[src/rtl/mul_div_unit.sv]
// Iterative 32-bit multiply/divide unit: shift-add multiply, restoring divide,
// fixed latency of XLEN+1 edges from the accepted start to the done pulse.
module mul_div_unit #(
  parameter int XLEN = 32
) (
  input  logic            clk,
  input  logic            rst,
  input  logic            start,
  input  logic [1:0]      op,
  input  logic [XLEN-1:0] src_a,
  input  logic [XLEN-1:0] src_b,
  output logic            busy,
  output logic            done,
  output logic            div_by_zero,
  output logic [XLEN-1:0] hi,
  output logic [XLEN-1:0] lo
);

  localparam int CW = $clog2(XLEN) + 1;

  typedef enum logic [1:0] {
    IDLE = 2'd0,
    CALC = 2'd1,
    FIX  = 2'd2
  } state_t;

  state_t r_state;
  state_t w_state_nxt;

  logic [CW-1:0]     r_cnt;
  logic [2*XLEN-1:0] r_acc;
  logic [XLEN-1:0]   r_m;
  logic [XLEN-1:0]   r_a_raw;
  logic              r_is_div;
  logic              r_sa;
  logic              r_sb;
  logic              r_zero_div;
  logic              r_done;
  logic              r_dbz;
  logic [XLEN-1:0]   r_hi;
  logic [XLEN-1:0]   r_lo;

  // Handshake: start is a one-cycle request honoured only in IDLE (including the
  // done cycle); done is a one-cycle pulse with hi/lo valid in that same cycle.
  always_ff @(posedge clk or negedge rst) begin
    if (!rst) r_state <= IDLE;
    else      r_state <= w_state_nxt;
  end

  always_comb begin
    w_state_nxt = r_state;
    case (r_state)
      IDLE:    if (start) w_state_nxt = CALC;
      CALC:    if (r_cnt == CW'(XLEN - 1)) w_state_nxt = FIX;
      FIX:     w_state_nxt = IDLE;
      default: w_state_nxt = IDLE;
    endcase
  end

  logic            w_sign_a;
  logic            w_sign_b;
  logic [XLEN-1:0] w_mag_a;
  logic [XLEN-1:0] w_mag_b;
  assign w_sign_a = op[0] & src_a[XLEN-1];
  assign w_sign_b = op[0] & src_b[XLEN-1];
  assign w_mag_a  = w_sign_a ? -src_a : src_a;
  assign w_mag_b  = w_sign_b ? -src_b : src_b;

  // Multiply step: conditionally add multiplicand to the upper half, shift right.
  logic [XLEN:0]     w_sum;
  logic [2*XLEN-1:0] w_mul_step;
  assign w_sum      = {1'b0, r_acc[2*XLEN-1:XLEN]} + (r_acc[0] ? {1'b0, r_m} : '0);
  assign w_mul_step = {w_sum, r_acc[XLEN-1:1]};

  // Divide step: shift {rem, quotient} left, subtract divisor when it fits.
  logic [XLEN:0]     w_shift;
  logic              w_ge;
  logic [XLEN-1:0]   w_diff;
  logic [2*XLEN-1:0] w_div_step;
  assign w_shift    = {r_acc[2*XLEN-1:XLEN], r_acc[XLEN-1]};
  assign w_ge       = (w_shift >= {1'b0, r_m});
  assign w_diff     = w_shift[XLEN-1:0] - r_m;
  assign w_div_step = {(w_ge ? w_diff : w_shift[XLEN-1:0]), r_acc[XLEN-2:0], w_ge};

  logic [2*XLEN-1:0] w_prod;
  logic [XLEN-1:0]   w_quo;
  logic [XLEN-1:0]   w_rem;
  logic [XLEN-1:0]   w_fix_hi;
  logic [XLEN-1:0]   w_fix_lo;
  assign w_prod = (r_sa ^ r_sb) ? -r_acc : r_acc;
  assign w_quo  = (r_sa ^ r_sb) ? -r_acc[XLEN-1:0] : r_acc[XLEN-1:0];
  assign w_rem  = r_sa ? -r_acc[2*XLEN-1:XLEN] : r_acc[2*XLEN-1:XLEN];

  always_comb begin
    w_fix_hi = w_prod[2*XLEN-1:XLEN];
    w_fix_lo = w_prod[XLEN-1:0];
    if (r_is_div) begin
      w_fix_hi = w_rem;
      w_fix_lo = w_quo;
      if (r_zero_div) begin
        w_fix_hi = r_a_raw;
        w_fix_lo = '1;
      end
    end
  end

  always_ff @(posedge clk or negedge rst) begin
    if (!rst) begin
      r_cnt      <= '0;
      r_acc      <= '0;
      r_m        <= '0;
      r_a_raw    <= '0;
      r_is_div   <= 1'b0;
      r_sa       <= 1'b0;
      r_sb       <= 1'b0;
      r_zero_div <= 1'b0;
      r_done     <= 1'b0;
      r_dbz      <= 1'b0;
      r_hi       <= '0;
      r_lo       <= '0;
    end else begin
      r_done <= 1'b0;
      case (r_state)
        IDLE: begin
          if (start) begin
            r_is_div   <= op[1];
            r_sa       <= w_sign_a;
            r_sb       <= w_sign_b;
            r_a_raw    <= src_a;
            r_zero_div <= op[1] && (src_b == '0);
            r_acc      <= {{XLEN{1'b0}}, (op[1] ? w_mag_a : w_mag_b)};
            r_m        <= op[1] ? w_mag_b : w_mag_a;
            r_cnt      <= '0;
            r_dbz      <= 1'b0;
          end
        end
        CALC: begin
          r_cnt <= r_cnt + 1'b1;
          r_acc <= r_is_div ? w_div_step : w_mul_step;
        end
        FIX: begin
          r_hi   <= w_fix_hi;
          r_lo   <= w_fix_lo;
          r_dbz  <= r_is_div & r_zero_div;
          r_done <= 1'b1;
        end
        default: ;
      endcase
    end
  end

  assign busy        = (r_state != IDLE);
  assign done        = r_done;
  assign div_by_zero = r_dbz;
  assign hi          = r_hi;
  assign lo          = r_lo;

endmodule

[config.mk]
export PLATFORM = sky130hd
export DESIGN_NAME = mul_div_unit
export DESIGN_NICKNAME = d
export VERILOG_FILES = /design/src/rtl/mul_div_unit.sv
export SDC_FILE = /design/constraint.sdc
export NUM_CORES = 1
export LEC_CHECK = 0
export ABC_AREA = 1
export CAP_MARGIN = 10
export CORE_MARGIN = 1
export CORE_UTILIZATION = 56
export CTS_CLUSTER_SIZE = 30
export DETAILED_ROUTE_END_ITERATION = 12
export PLACE_DENSITY = 0.76
export SKIP_LAST_GASP = 1
export SLEW_MARGIN = 20
export SYNTH_ARGS = -nofsm -noshare
export SYNTH_HDL_FRONTEND = slang
export SYNTH_SLANG_ARGS = --single-unit
[constraint.sdc]
create_clock -name clk -period 5.3 [get_ports clk]
set_clock_uncertainty 0.15 [all_clocks]
set_input_delay 1.06 -clock clk [delete_from_list [all_inputs] [get_ports clk]]
set_output_delay 1.06 -clock clk [all_outputs]
set_load 0.005 [all_outputs]
==> impl_metrics.toml, run 1 <==
[pwr]
power.density_nw_per_um2 = 714
p_total_mw = 16.1
combPwrFrac_pct = 66.9
p_seq_share_pct = 21.7
switching_power_mw = 9.13
p_leak_nw = 11.5
peakVddDrop_mv = 0.564
power.internal_mw = 6.92
pwr-share-clk_pct = 11.4
p_sw_share_pct = 56.9

[yosys]
synthAdderAreaFrac_pct = 4.51
ys_seq_area_share_pct = 25.8
netlist_instances = 3434
synth_top_family_by_area = "simple AND/OR/NAND/NOR gates"
synthesis.area_um2 = 20000
synth-seq-cells = 206
avgSynthCellArea_um2 = 5.83
synthMuxAreaShare_pct = 0
synth_fp_nets = 3574
synthDistinctLibCells = 48
synthXorXnorAreaFrac_pct = 3.94
yosysWarnings = 0
synth_simple_gate_area_share_pct = 41.0
synth-compound-area-share_pct = 13.2

[clock_tree]
numCtsBuffers = 25
cts_tree = "built"
clock_sinks = 206
cts_setup_buffers = 0
cts_root_buf = "clkbuf_16"
clk_latency_ns = 0.59
cts.htree.levels = 1
cts.path.max_buffers = 3
cts_resized = 0
cts_hold_buf = 0
clk_pin_slew_ns = 0.06

[drt]
drt-initial-drc-count = 3325
drt_pass1_iterations = 10
routedWlPerCell_um = 20.9
drt-total-wl_um = 83200
drcViolationCount = 0
route.vias.total = 23898
ant_nets = 0
viasPerCell = 6.01

[placed_design]
port_buffers = 135
dp_cells = 3929
routabilityCongestion = 1.08
place_hpwl_um = 65300
place_ws_ns = 1.29

[finish]
multi_input_area_um2 = 12600
mostFrequentLayoutCell = "nand2_1"
fill_cells = 3330
antenna_cells = 0
layout.cells.non_filler = 3974
syn2layout_area_growth_pct = 12.4
ff_latch_area_um2 = 5160
final_cell_mix = "nand2_1, inv_1, nor2_1, nand3_1, dfrtp_1"
drive_gt1_share_pct = 3.38
fin_nets = 3641

[status]
status = "finished clean"

[timing]
period_needed_ns = 3.52
worst_pin_slew_ns = 0.875
fin_tns_setup_ns = 0
finalSetupViolCount = 0
final.setup.worst_slack_ns = 1.78
slew_headroom_pct = 41.6
fin_crit_sh_pct = 66.3
slew_viol_final = 0
fmax_mhz = 284
final-hold-violation-count = 0
rsz0062_at_grt = "no"

[setup_path]
r2r_cells = 13
cp-start-kind = "primary input"
required_ns = 5.64
crit_type = "primary input to flop"
end_kind = "flop"
crit_fanout = 22
worstPathArrival_ns = 3.86

[global_route]
grt_pass1_wl_um = 126000
grt_use_total_pct = 45.6
grtUsageMet2_pct = 67.8
grt_max_degree = 121
grt_overflow_total = 0
antenna_found_initial = 1
use_met3_pct = 9.79
first_global_vias = 22071
grt.busiest_layer = "met2"
use_met1_pct = 60.2

[run]
drv_cap = 0

[die]
ioPinCount = 136
die_w_um = 191
coreArea_um2 = 34900
fp.dieH_um = 191
dieArea_um2 = 36500
row_count = 68
start_util_pct = 57.4

[min_path]
hold_path.class = "flop to flop"
hold_path_depth = 2
-- area by class of cell --
cell class | instances | area share (%)
Timing Repair Buffer | 157 | 6.81
Tap cell | 455 | 2.53
Sequential cell | 206 | 22.9
Inverter | 488 | 8.14
Clock buffer | 29 | 2.94
Clock inverter | 16 | 0.868
Multi-Input combinational cell | 2623 | 55.8
-- worst max-delay path, cell delays in order --
cell	delay, ns
clkdlybuf4s50_1	0.60
nand2_1	0.39
inv_1	0.63
o21ai_0	0.25
xnor2_1	0.52
nor2_1	0.07
o21ai_0	0.18
nand2_1	0.06
o21ai_0	0.10
-- final timing paths --
kind                                    end  slack (ns)      start
worst max-delay path               r_acc[5]        1.78      op[0]
worst min-delay path                 hi[31]        0.34     hi[31]
worst max register to register    r_acc[44]        1.82  r_acc[52]
worst min register to register       hi[31]        0.34     hi[31]
max in group asynchronous       div_by_zero        3.44        rst
min in group asynchronous         r_acc[61]        0.39        rst
-- flip-flops by register name (all words and copies together), names as in the netlist, 2 cells and up --
register	cells
r_acc	64
r_a_raw	32
lo	32
r_m	32
r_cnt	6
hi	32
r_state	2
-- metrics by stage --
step	util, %	area (um^2)	hold WS [ns]
floorplan	-	20000	0.294
global placement	62.0	21600	0.315
detailed placement	62.0	21600	0.318
CTS	64.5	22500	0.335
global route	64.5	22500	0.359
finish	64.5	22500	0.336
-- power groups by stage --
stage,clock (mW),sequential [mW],combinational [mW]
after floorplan,0,2.80,7.58
after global placement,0,3.37,10.1
after detailed placement,0,3.39,10.3
after CTS,1.82,3.37,10.4
after global routing,1.87,3.47,11.9
final,1.83,3.49,10.7
-- per-layer routing --
layer	part of all wire, %	vias to the layer above
met1	38	10818
li1	-	11071
met3	13	339
met4	7.5	2
met5	0.013	-
met2	41	1668
-- Yosys cell counts, drive strengths merged --
master  number  share of area (%)
and2         5               0.16
fa           2               0.20
o21a         1              0.038
o21ai      205                5.1
a21oi      166                4.2
clkbuf      85                1.6
inv        486                9.1
nand3b      17               0.64
nand3      331                8.3
ha          69                4.3
o221ai      11               0.48
xnor2        7               0.31
nand2     1139                 21
a211oi       1              0.038
a21o         3               0.11
nand4       42                1.3
nor3        22               0.60
a22o         1              0.044
o22ai       18               0.56
dfrtp      206                 26
or2          9               0.28
and3         1              0.031
o21bai       8               0.32
a21boi      16               0.60
xor2        83                3.6
nor4         3              0.094
a22oi       14               0.53
a31oi        7               0.22
nor2       417                8.1
o211ai      24               0.90
clkinv       2              0.038
buf         32               0.84
a221oi       1              0.044
-- kinds of logic (layout without fill, tap and decap cells) --
family,after synthesis,count (layout)
AND/OR/NAND/NOR,1986,1986
buffers and inverters,605,690
AO/OA/AOI/OAI,476,476
flip-flops,206,206
XOR/XNOR,90,90
adder cells (fa/ha/maj),71,71
(Power assumes the default switching activity.)
==> run 2, diff against run 1 <==
==> constraint.sdc (replaced) <==
create_clock -name clk -period 3.6 [get_ports clk]
set_clock_uncertainty 0.15 [all_clocks]
set_input_delay 0.72 -clock clk [delete_from_list [all_inputs] [get_ports clk]]
set_output_delay 0.72 -clock clk [all_outputs]
set_load 0.005 [all_outputs]
==> impl_metrics.toml, run 2 (same netlist as run 1, synthesis figures left out) <==
[min_path]
hold_path.class = "primary input to asynchronous set/reset pin"

[drt]
drt_pass1_iterations = 7
ant_nets = 0
route.vias.total = 24435
viasPerCell = 6.09
drt-total-wl_um = 85100
drt-initial-drc-count = 3765
routedWlPerCell_um = 21.2
drcViolationCount = 0

[global_route]
grt_pass1_wl_um = 128000
antenna_found_initial = 0
first_global_vias = 22358
grt_overflow_total = 0
grt_use_total_pct = 46.3
grt_max_degree = 106

[status]
status = "complete, but fails checks"
violations = "hold timing"

[setup_path]
cpMaxStageDelayCell = "dfrtp_1"
path_cells = "buf_4 > nand2_1 > inv_1 > ha_1 > a21oi_1 > nand2_1 > a21oi_1 > nor2_1 > nor2_1 > a21oi_1 > nor2_1 > nor2_1 > nand2_1 > nand2_1"
crit_fanout = 32
crit_cells = 14
worstPathArrival_ns = 3.41
reg2reg_setup_slack_ns = 0.50
path_delay_family = "simple AND/OR/NAND/NOR gates"
slowest_delay_ns = 0.37
r2r_end = "r_acc[58]"
required_ns = 3.91
cp-start-kind = "flop"
r2r_cells = 14
crit_type = "flop to flop"
path_buf_inv = 2
end_kind = "flop"
r2r_start = "r_acc[0]"

[clock_tree]
cts_root_buf = "clkbuf_16"
clk_latency_ns = 0.59
cts_hold_buf = 0
cts_setup_buffers = 0
clk_pin_slew_ns = 0.08
cts.htree.levels = 1
cts_tree = "built"
cts_resized = 0
numCtsBuffers = 25
cts.path.max_buffers = 3
clock_sinks = 206

[die]
start_util_pct = 57.4
die_w_um = 191
dieArea_um2 = 36500
coreArea_um2 = 34900
row_count = 68
fp.dieH_um = 191
ioPinCount = 136

[finish]
largest_reg_flops = 64
ff_latch_area_um2 = 5160
final_cell_mix = "nand2_1, inv_1, nor2_1, nand3_1, dfrtp_1"
final_core_util_pct = 65.6
fill_cells = 3304
fin_area_um2 = 22900
syn2layout_area_growth_pct = 14.3
fin_nets = 3680
multi_input_area_um2 = 12600
mostFrequentLayoutCell = "nand2_1"
drive_gt1_share_pct = 4.47
regMostFlops = "r_acc"

[timing]
slew_viol_final = 0
finalSetupViolCount = 0
worst_pin_slew_ns = 0.848
slew_headroom_pct = 43.4
rsz0062_at_grt = "no"
fin_tns_setup_ns = 0
fmax_mhz = 322
final.setup.worst_slack_ns = 0.499
period_needed_ns = 3.10
whs_ns = -0.00290
final-hold-violation-count = 1
fin_crit_sh_pct = 86.1

[pwr]
p_leak_nw = 11.7
peakVddDrop_mv = 0.828
power.density_nw_per_um2 = 1070

[placed_design]
routabilityCongestion = 1.13
place_area_um2 = 22000
place_ws_ns = 0.402
port_buffers = 135
place_hpwl_um = 66400

[run]
drv_cap = 0
run 2: cell count changes in the layout (fill, tap and decap cells not counted), sizes merged:
| cell | change |
|---|---|
| clkbuf | -1 |
| buf | +39 |
| clkinv | -1 |
| clkinvlp | +1 |
| diode | +1 |
| bufinv | +1 |
| inv | +1 |
run 2: how the worst max path moves through the flow:
stage	start	endpoint	slack, ns
after floorplan	r_acc[0]	r_acc[51]	0.99
after global placement	src_a[0]	r_m[26]	0.44
after detailed placement	src_a[0]	r_acc[8]	0.40
after CTS	r_acc[0]	r_acc[58]	0.62
after global routing	r_acc[0]	r_acc[63]	0.34
final	r_acc[0]	r_acc[58]	0.50
run 2: worst register-to-register path: stages (launching register included):
cell     delay [ns]
dfrtp_1        0.37
buf_4          0.37
nand2_1        0.13
inv_1          0.17
ha_1           0.33
a21oi_1        0.23
nand2_1        0.11
a21oi_1        0.32
nor2_1         0.11
nor2_1         0.14
a21oi_1        0.08
nor2_1         0.23
nor2_1         0.10
nand2_1        0.09
nand2_1        0.05
run 2: stage by stage:
step	hold slack, ns	instances	power [mW]
detailed placement	0.321	3968	20.7
CTS	0.0539	4014	23.6
floorplan	0.274	3434	15.3
finish	-0.00290	4015	24.4
global route	0.0758	4014	26.0
global placement	0.314	3968	20.3
run 2: layer usage:
metal / vias up / wire length (um) / global-route usage (%)
li1: 11129 / - / -
met1: 11153 / 31900 / 60.5
met2: 1812 / 35000 / 68.9
met3: 341 / 12100 / 11.9
met4: 0 / 6140 / 26.5
met5: - / 0 / 0
run 2: cell type report:
| type | instances | share of cell area (%) |
|---|---|---|
| timing repair buffer | 196 | 8.26 |
| clock inverter | 18 | 0.968 |
| inverter | 488 | 8.01 |
| sequential | 206 | 22.5 |
| multi-input combinational | 2623 | 54.9 |
| tap | 455 | 2.49 |
| clock buffer | 28 | 2.83 |
| antenna | 1 | 0.0109 |
run 2: power by group:
group          switching (mW)  leakage [nW]  internal [mW]  total, mW
sequential               1.29          2.45           3.38       4.67
clock                    1.16         0.429           1.60       2.75
combinational            11.4          8.87           5.57       17.0
